==> src/rtl/uart_result_fmt.sv <==
// uart_result_fmt: formats one captured quotient/remainder pair as the ASCII
// line "Q=<hex> R=<hex>\r\n" and pushes it byte by byte into the UART
// transmitter FIFO. It stalls while the FIFO reports full.
module uart_result_fmt #(
    parameter int DATA_WIDTH = 16
) (
    input  logic                  clk_tx,
    input  logic                  rst_clk_tx,
    input  logic [DATA_WIDTH-1:0] quotient,
    input  logic [DATA_WIDTH-1:0] remainder,
    input  logic                  result_valid,
    output logic                  result_ready,
    output logic [7:0]            tx_din,
    output logic                  write_en,
    input  logic                  tx_fifo_full,
    output logic                  busy
);

    localparam int N_DIGITS = DATA_WIDTH / 4;
    localparam int LINE_LEN = 2 * N_DIGITS + 7;
    localparam int IDX_W    = $clog2(LINE_LEN);

    localparam logic [IDX_W-1:0] IDX_ZERO = {IDX_W{1'b0}};
    localparam logic [IDX_W-1:0] IDX_ONE  = IDX_W'(1);
    localparam logic [IDX_W-1:0] IDX_LAST = IDX_W'(LINE_LEN - 1);

    typedef enum logic [0:0] {
        ST_IDLE = 1'b0,
        ST_SEND = 1'b1
    } state_t;

    state_t                  state_r;
    state_t                  state_s;
    logic [IDX_W-1:0]        idx_r;
    logic [IDX_W-1:0]        idx_s;
    logic                    capture_s;
    logic [DATA_WIDTH-1:0]   quot_r;
    logic [DATA_WIDTH-1:0]   rem_r;
    logic [7:0]              line_s [LINE_LEN];
    logic                    push_s;

    // Uppercase hex digit for one nibble.
    function automatic logic [7:0] nib_to_ascii(input logic [3:0] nib);
        logic [7:0] code;
        if (nib < 4'd10) begin
            code = 8'h30 + {4'h0, nib};
        end else begin
            code = 8'h37 + {4'h0, nib};
        end
        return code;
    endfunction

    // Assemble the full output line from the captured fields; digits MSB first.
    always_comb begin
        for (int i = 0; i < LINE_LEN; i++) begin
            line_s[i] = 8'h00;
        end
        line_s[0] = 8'h51;
        line_s[1] = 8'h3D;
        for (int d = 0; d < N_DIGITS; d++) begin
            line_s[2 + d]            = nib_to_ascii(quot_r[4*(N_DIGITS-1-d) +: 4]);
            line_s[N_DIGITS + 5 + d] = nib_to_ascii(rem_r[4*(N_DIGITS-1-d) +: 4]);
        end
        line_s[N_DIGITS + 2]     = 8'h20;
        line_s[N_DIGITS + 3]     = 8'h52;
        line_s[N_DIGITS + 4]     = 8'h3D;
        line_s[2 * N_DIGITS + 5] = 8'h0D;
        line_s[2 * N_DIGITS + 6] = 8'h0A;
    end

    // Handshake and FIFO outputs; only tx_fifo_full reaches an output combinationally.
    always_comb begin
        result_ready = 1'b0;
        busy         = 1'b0;
        push_s       = 1'b0;
        tx_din       = 8'h00;
        if (state_r == ST_SEND) begin
            busy   = 1'b1;
            push_s = ~tx_fifo_full;
            tx_din = line_s[idx_r];
        end else begin
            result_ready = 1'b1;
        end
        write_en = push_s;
    end

    // Next state and byte index: accept in IDLE, advance on each push in SEND.
    always_comb begin
        state_s   = state_r;
        idx_s     = idx_r;
        capture_s = 1'b0;
        case (state_r)
            ST_IDLE: begin
                if (result_valid) begin
                    state_s   = ST_SEND;
                    idx_s     = IDX_ZERO;
                    capture_s = 1'b1;
                end else begin
                    state_s = ST_IDLE;
                end
            end
            ST_SEND: begin
                if (push_s) begin
                    if (idx_r == IDX_LAST) begin
                        state_s = ST_IDLE;
                        idx_s   = IDX_ZERO;
                    end else begin
                        idx_s = idx_r + IDX_ONE;
                    end
                end else begin
                    idx_s = idx_r;
                end
            end
            default: begin
                state_s = ST_IDLE;
                idx_s   = IDX_ZERO;
            end
        endcase
    end

    // State, index and captured operands; reset abandons any partial line.
    always_ff @(posedge clk_tx or posedge rst_clk_tx) begin
        if (rst_clk_tx) begin
            state_r <= ST_IDLE;
            idx_r   <= IDX_ZERO;
            quot_r  <= {DATA_WIDTH{1'b0}};
            rem_r   <= {DATA_WIDTH{1'b0}};
        end else begin
            state_r <= state_s;
            idx_r   <= idx_s;
            if (capture_s) begin
                quot_r <= quotient;
                rem_r  <= remainder;
            end
        end
    end

endmodule

==> config.mk <==
export PLATFORM = sky130hd
export DESIGN_NAME = uart_result_fmt
export DESIGN_NICKNAME = d
export VERILOG_FILES = /design/src/rtl/uart_result_fmt.sv
export SDC_FILE = /design/constraint.sdc
export NUM_CORES = 1
export LEC_CHECK = 0
export BUFFER_PORTS_ARGS = -buffer_cell sky130_fd_sc_hd__buf_2
export CORE_AREA = 10 10 104 83
export DETAILED_ROUTE_END_ITERATION = 16
export DIE_AREA = 0 0 114 93
export SYNTH_ARGS = -nofsm -noshare
export SYNTH_HDL_FRONTEND = slang
export SYNTH_SLANG_ARGS = --single-unit
==> constraint.sdc <==
create_clock -name clk_tx -period 4.3 [get_ports clk_tx]
set_input_delay 0.645 -clock clk_tx [delete_from_list [all_inputs] [get_ports clk_tx]]
set_output_delay 0.645 -clock clk_tx [all_outputs]
set_load 0.1 [all_outputs]
# After elaboration in Yosys (flattened, before gate mapping)
# Index checks and enable logic that the tools add are counted.
[word_totals] reg_bits=37 in_bits=36 out_inout_bits=11 elab_cells=61
[classes] addsub=17 order_cmp=9 eq_ne=3 mux=24 bitwise=3 reduce_logical=1
[op_table] operator="adder 6 x 4 -> 7 bit, first input constant" n=16
[op_table] operator="2-to-1 mux 7 bit" n=8
[op_table] operator="binary-select mux 8 bit (select 4 bit)" n=1
[op_table] operator="less-than comparator 4 bit, second input constant" n=8
[op_table] operator="2-to-1 mux 8 bit" n=3
[op_table] operator="2-to-1 mux 4 bit" n=3
[op_table] operator="one-hot mux 4 bit (2 select lines)" n=1
[op_table] operator="2-to-1 mux 1 bit" n=7
[op_table] operator="greater-or-equal comparator 5 bit, second input constant" n=1
[op_table] operator="inverter 4 -> 5 bit" n=1
[op_table] operator="adder 4 x 1 -> 4 bit, second input constant" n=1
[op_table] operator="== test 4 bit, second input constant" n=1
[op_table] operator="!= test 2 bit, second input constant" n=2
[op_table] operator="inverter 1 bit" n=2
[op_table] operator="one-hot mux 1 bit (2 select lines)" n=1
[op_table] operator="AND reduction 2 bit" n=1

# Depth between registers and ports, before layout
# Gate-level depths: netlist of run 1.
[depth] ltp_word=6 depth_mapped=7

# Least setup slack after synthesis of run 1
# No wires, ideal clock.
[synth_timing] kind="register to output" startpoint="register state_r" endpoint="output tx_din[2]" t_arrival_ns=4.304 t_required_ns=3.655 setup_slack_ns=-0.649 path_stages_with_launch=3 path_cell_list="dfrtp_1 > inv_1 > o32ai_1"
[synth_between] elab_chain_cells=1
[synth_lines] item="from (decl)" line_no="32" text="state_t state_r;"
[synth_lines] item="from (signal assigned)" line_no="129" text="state_r <= state_s;"
[synth_lines] item="2-to-1 mux 8 bit" line_no="77" text="if (state_r == ST_SEND) begin"
[synth_lines] item="to (decl)" line_no="13" text="output logic [7:0] tx_din,"
# Every way passes these cells.

# Final worst setup path of run 1
[layout_timing] startpoint="register idx_r[0]" endpoint="output tx_din[0]"
[layout_between] elab_chain_cells=5
[layout_lines] item="from (decl)" line_no="34" text="logic [IDX_W-1:0] idx_r;"
[layout_lines] item="from (signal assigned)" line_no="130" text="idx_r <= idx_s;"
[layout_lines] item="inverter 4 -> 5 bit (implied by the code)" line_no="80" text="tx_din = line_s[idx_r];"
[layout_lines] item="binary-select mux 8 bit (select 4 bit)" line_no="80"
[layout_lines] item="2-to-1 mux 8 bit (implied by the code) (2 in a row)" line_no="80"
[layout_lines] item="2-to-1 mux 8 bit" line_no="77"
# Every way passes these cells. The select of a mux whose other input is x is not followed.

==> flow_metrics.env, run 1 <==
export IMPL_async_flop_share=1.000
export IMPL_drt_pass1_iter_count=4
export IMPL_htree_levels=2
export IMPL_initial_core_util=0.3906
export IMPL_antenna_diode_count=0
export IMPL_die_area_um2=10600
export IMPL_syn_inst=306
export IMPL_multi_input_area_um2=1489
export IMPL_skew_ns=0.005462
export IMPL_syn_num_nets=350
export IMPL_grt_pass1_vias=2263
export IMPL_cts_root_buf="clkbuf_8"
export IMPL_grt_max_degree=45
export IMPL_cts_hold_buffers=0
export IMPL_slowest_stage="dfrtp_1"
export IMPL_path_max_fanout=23
export IMPL_drv_cap=0
export IMPL_final_max_slew_viol_count=0
export IMPL_cts_sinks=37
export IMPL_grt_ovfl_total=0
export IMPL_netlist_area_um2=2592
export IMPL_detailed_place_hpwl_mm=5.026
export IMPL_port_buffers=45
export IMPL_p_per_area_nw_per_um2=483.8
export IMPL_synth_seq_area_share=0.3571
export IMPL_ys_warn_count=0
export IMPL_cts_setup_buffers=0
export IMPL_dpl_cell_area_um2=2861
export IMPL_cts_resized=0
export IMPL_drtIter0Drc=164
export IMPL_grt_usage=0.1295
export IMPL_synth_edff_count=0
export IMPL_finalPower_mw=1.426
export IMPL_ir_drop_mv=0.2420
export IMPL_end_kind="output port"
export IMPL_regToRegSetupSlack_ns=2.32
export IMPL_core_um2=6636
export IMPL_utilization=0.4442
export IMPL_synth_seq_cells=37
export IMPL_hold_path_class="primary input to asynchronous set/reset pin"
export IMPL_seq_area_um2=925.9
export IMPL_cp_arrival_ns=2.97
export IMPL_clk_pin_slew_ns=0.07
export IMPL_syn2layout_area_growth_pct=13.71
export IMPL_grt_setup_unrepaired="no"
export IMPL_fp_dieH_um=93
export IMPL_crit_chain="inv_1 > or4_1 > o2111ai_1 > o2111ai_1 > o31ai_2 > buf_2"
export IMPL_cts_tree="built"
export IMPL_totalWireLength_mm=6.764
export IMPL_fillCellCount=690
export IMPL_ys_flop_type="dfrtp_1"
export IMPL_cellLeakagePower_nw=1.293
export IMPL_vias=2347
export IMPL_worstMarginPinSlew_ns=0.9886
export IMPL_fp_row_count=26
export IMPL_design_area_um2=2948
export IMPL_cts_buffer_depth=2
export IMPL_fmax_mhz=276.7
export IMPL_gp_congestion=0.8910
export IMPL_fin_crit_sh=0.8403
export IMPL_clk_insertion_delay_late_ns=0.29
export IMPL_status="finished, final reports clean"
export IMPL_avgSynthCellArea_um2=8.472
export IMPL_final_nets=387
export IMPL_remaining_drc_errors=0
export IMPL_fin_crit_ns=3.613
export IMPL_worstReg2RegStart="state_r$_DFF_PP0_"
export IMPL_cts_buffers=5
export IMPL_grt_first_pass_wirelength_mm=11.36
export IMPL_die_w_um=114
export IMPL_hold_violations=0
export IMPL_r2r_end="idx_r[2]$_DFFE_PP0P_"
export IMPL_path_common_cell="o2111ai_1"
export IMPL_drtAntennaViolNets=0
export IMPL_slowest_delay_ns=0.83
export IMPL_whs_ns=0.4480
export IMPL_wire_per_inst_um=15.84
export IMPL_start_kind="flop"
export IMPL_ios=47
export IMPL_synth_cell_types=51
export IMPL_worstPathRequired_ns=3.65
export IMPL_path_buf_inv=2
export IMPL_via_per_inst=5.496
export IMPL_slew_headroom=0.3409
export IMPL_rr_worst_depth=4
export IMPL_drive_gt1_frac=0.2187
export IMPL_setup_viol=0
export IMPL_critical_path_class="flop to output port"
export IMPL_antenna_found_initial=0
export IMPL_critPathTopFamily="buffers and inverters"
==> cells by family after synthesis <==
kind of cell    after synthesis  synth area share
compound gates              111            0.2732
simple gates                 81            0.1564
buf+inv                      44           0.07625
flops                        37            0.3571
mux                          17           0.07336
fa+ha+maj                     8           0.03861
xor+xnor                      7           0.02365
other cells                   1          0.001446
==> where the power goes <==
group          total [mW]  internal, mW  switching, mW
Clock               0.248         0.127          0.121
Sequential          0.503         0.393          0.110
Combinational       0.675         0.201          0.474
Total                1.43         0.721          0.705
==> metal layers <==
layer	up-vias	global-route usage	wire [um]
li1	1191	-	-
met1	1082	0.1890	3408
met2	66	0.1818	2828
met3	8	0.03065	452
met4	0	0.04063	74
met5	-	0	0
==> worst max-delay path by stage <==
stage	endpoint	cells past startpoint	startpoint	slack [ns]
after global placement	tx_din[0]	6	idx_r[0]$_DFFE_PP0P_	1.12
after global routing	tx_din[0]	6	idx_r[0]$_DFFE_PP0P_	0.53
after detailed placement	tx_din[0]	6	idx_r[0]$_DFFE_PP0P_	1.05
after CTS	tx_din[0]	6	idx_r[0]$_DFFE_PP0P_	0.72
final	tx_din[0]	6	idx_r[0]$_DFFE_PP0P_	0.69
after floorplan	tx_din[4]	2	state_r$_DFF_PP0_	-0.58
==> layout by cell type (no fill, tap or decap), drive strengths merged, types with 7 or more instances in the layout <==
master / count
and4b: 7
inv: 27
nand2: 40
mux2: 16
dfrtp: 37
o21ai: 35
nor2b: 7
buf: 47
clkbuf: 7
xnor2: 7
a21oi: 27
ha: 8
nor2: 11
==> synth_stat cells (2+ instances only) <==
library cell,n,share of area
nor3_1,5,0.0097
buf_6,2,0.0087
nand2_1,39,0.056
o2111ai_1,4,0.014
clkbuf_1,5,0.0072
o21ai_0,33,0.064
nor4b_1,2,0.0068
o22a_1,2,0.0068
o31ai_1,2,0.0058
o31a_1,2,0.0068
buf_4,2,0.0058
dfrtp_1,37,0.36
a21oi_1,27,0.052
and4b_1,7,0.027
inv_1,27,0.039
a211oi_1,6,0.017
nor2b_1,7,0.017
o32ai_1,2,0.0068
ha_1,8,0.039
nand3_1,2,0.0039
buf_2,8,0.015
a2bb2oi_1,2,0.0068
o21a_1,2,0.0058
mux2_2,16,0.069
nor2_1,11,0.016
o21ai_1,2,0.0039
o41ai_1,2,0.0068
xnor2_1,7,0.024
a31oi_1,6,0.014
a221oi_1,3,0.010
o22ai_1,4,0.0097
nand2b_1,3,0.0072
==> cell type report <==
cell class / count / share of cell area
clock buffer: 7 / 0.02929
inverter: 27 / 0.03438
multi-input combinational: 225 / 0.5051
sequential: 37 / 0.3141
tap: 84 / 0.03565
timing repair buffer: 47 / 0.08149
==> metrics by stage <==
stage | TNS (ns) | setup slack (ns) | cells
after CTS | 0 | 0.7246 | 427
after global placement | 0 | 1.122 | 420
after global routing | 0 | 0.5314 | 427
after detailed placement | 0 | 1.048 | 420
final | 0 | 0.6866 | 427
after floorplan | -1.151 | -0.5755 | 306
==> state kept, by name (all words and copies together) (netlist names) <==
register / flops
idx_r: 4
state_r: 1
rem_r: 16
quot_r: 16
==> tightest hold or removal path, cell delays in order <==
cell and delay [ns]:
buf_2 0.10, inv_1 0.04, buf_4 0.41
No activity file was read; power rests on OpenSTA's default activity.
==> run 2, diff against run 1 <==
==> constraint.sdc (replaced) <==
create_clock -name clk_tx -period 3.41 [get_ports clk_tx]
set_input_delay 0.5115 -clock clk_tx [delete_from_list [all_inputs] [get_ports clk_tx]]
set_output_delay 0.5115 -clock clk_tx [all_outputs]
set_load 0.1 [all_outputs]
==> run 2 against run 1 <==
Clock skew down 0.0030 ns. Combinational power up 36%. Sequential power up 20%. Total power up 28%. Flip-flop and latch count unchanged. Register-to-register slack worse by 0.64 ns. First-iteration DRC count down 5.5%. Critical endpoint is now tx_din[5].
==> flow_metrics.env, run 2 (synthesis gave the netlist of run 1 again) <==
export IMPL_status="finished, final reports clean"
export IMPL_die_w_um=114
export IMPL_comb_power_share=0.503
export IMPL_dp_cells=423
export IMPL_rr_worst_depth=3
export IMPL_p_switching_uw=904.8
export IMPL_antenna_diode_count=0
export IMPL_ios=47
export IMPL_cts_buffers=5
export IMPL_fillCellCount=708
export IMPL_fmax_mhz=325.5
export IMPL_cts_sinks=37
export IMPL_clk_insertion_delay_late_ns=0.29
export IMPL_die_area_um2=10600
export IMPL_totalWireLength_mm=6.916
export IMPL_finalPower_mw=1.821
export IMPL_start_kind="flop"
export IMPL_cts_tree="built"
export IMPL_gp_congestion=0.8866
export IMPL_grt_pass1_vias=2220
export IMPL_worstReg2RegStart="state_r$_DFF_PP0_"
export IMPL_syn2layout_area_growth_pct=15.78
export IMPL_grt_setup_unrepaired="no"
export IMPL_fin_crit_sh=0.9008
export IMPL_final_nets=390
export IMPL_grt_usage=0.1297
export IMPL_cts_resized=0
export IMPL_cp_startpoint="idx_r[1]$_DFFE_PP0P_"
export IMPL_path_buf_inv=2
export IMPL_pwr_share_clk=0.165
export IMPL_cts_hold_buffers=0
export IMPL_via_per_inst=5.578
export IMPL_cts_setup_buffers=0
export IMPL_skew_ns=0.002473
export IMPL_initial_core_util=0.3906
export IMPL_grt_ovfl_total=0
export IMPL_final_common_cell="buf_2"
export IMPL_final_max_slew_viol_count=0
export IMPL_cts_root_buf="clkbuf_8"
export IMPL_worstMarginPinSlew_ns=0.6893
export IMPL_drtIter0Drc=155
export IMPL_cp_num_cells=5
export IMPL_p_seq_frac=0.332
export IMPL_slowest_delay_ns=0.75
export IMPL_grt_max_degree=38
export IMPL_cp_arrival_ns=2.56
export IMPL_switching_share=0.4967
export IMPL_clk_pin_slew_ns=0.07
export IMPL_ir_drop_mv=0.3200
export IMPL_antenna_found_initial=0
export IMPL_p_int_uw=916.6
export IMPL_path_max_fanout=20
export IMPL_cts_buffer_depth=2
export IMPL_worstPathRequired_ns=2.90
export IMPL_hold_violations=0
export IMPL_crit_chain="inv_1 > mux2i_1 > a211o_1 > a221oi_2 > buf_2"
export IMPL_end_kind="output port"
export IMPL_final_cell_mix="buf_2 (45), nand2_1 (39), dfrtp_1 (37)"
export IMPL_critical_path_class="flop to output port"
export IMPL_vias=2404
export IMPL_multi_input_area_um2=1514
export IMPL_slew_headroom=0.5405
export IMPL_p_per_area_nw_per_um2=606.8
export IMPL_fp_row_count=26
export IMPL_critPathTopFamily="buffers and inverters"
export IMPL_core_um2=6636
export IMPL_setup_viol=0
export IMPL_port_buffers=45
export IMPL_seq_area_um2=925.9
export IMPL_fin_cells=431
export IMPL_reg_top3="quot_r x16, rem_r x16, idx_r x4"
export IMPL_fin_crit_ns=3.072
export IMPL_fp_dieH_um=93
export IMPL_slowest_stage="dfrtp_1"
export IMPL_detailed_place_hpwl_mm=5.256
export IMPL_utilization=0.4523
export IMPL_grt_first_pass_wirelength_mm=11.47
export IMPL_cellLeakagePower_nw=1.308
export IMPL_hold_path_class="primary input to asynchronous set/reset pin"
export IMPL_drive_gt1_frac=0.2305
export IMPL_wire_per_inst_um=16.05
export IMPL_drv_cap=0
export IMPL_htree_levels=2
export IMPL_remaining_drc_errors=0
export IMPL_drt_pass1_iter_count=4
export IMPL_drtAntennaViolNets=0
==> run 2: final timing paths <==
kind | end | slack, ns
setup / recovery | tx_din[5] | 0.34
hold / removal | rem_r[15]$_DFFE_PP0P_ | 0.32
setup reg to reg | quot_r[6]$_DFFE_PP0P_ | 1.68
hold reg to reg | rem_r[0]$_DFFE_PP0P_ | 0.57
max in group asynchronous | state_r$_DFF_PP0_ | 2.75
min in group clk_tx | quot_r[4]$_DFFE_PP0P_ | 0.42
==> run 2: cell type report <==
cell class	count	share of cell area
repair buffers	50	0.09170
inverters	27	0.03376
flip-flops and latches	37	0.3085
clock buffers	8	0.02668
well taps	84	0.03501
multi-input cells	225	0.5044
==> run 2: worst register-to-register path, delay by kind of cell, from the launching register on <==
kind                   cells  cell delay, ns
and+or+nand+nor            1            0.52
buffers and inverters      1            0.24
muxes                      1            0.36
DFF                        1            0.51
==> run 2: routing by layer <==
layer / wire length [um] / track usage
met1: 3566 / 0.1950
met5: 0 / 0
met2: 2828 / 0.1761
met3: 489 / 0.04023
met4: 31 / 0.02292
==> run 2: metrics by stage <==
stage | worst slack (ns) | hold slack, ns | TNS, ns | cell area (um2)
after floorplan | -0.4398 | 0.5263 | -1.222 | 2630
after global placement | 0.6433 | 0.5530 | 0 | 2922
after detailed placement | 0.6646 | 0.5681 | 0 | 2922
after CTS | 0.3390 | 0.3444 | 0 | 3002
after global routing | 0.08879 | 0.3836 | 0 | 3002
final | 0.3382 | 0.3226 | 0 | 3002
==> run 2: power groups by stage <==
stage,clock [mW],sequential (mW),combinational [mW]
final,0.300,0.605,0.916
after global routing,0.333,0.621,0.985
after CTS,0.316,0.603,0.919
after detailed placement,0,0.611,0.916
after global placement,0,0.610,0.912
after floorplan,0,0.556,0.798
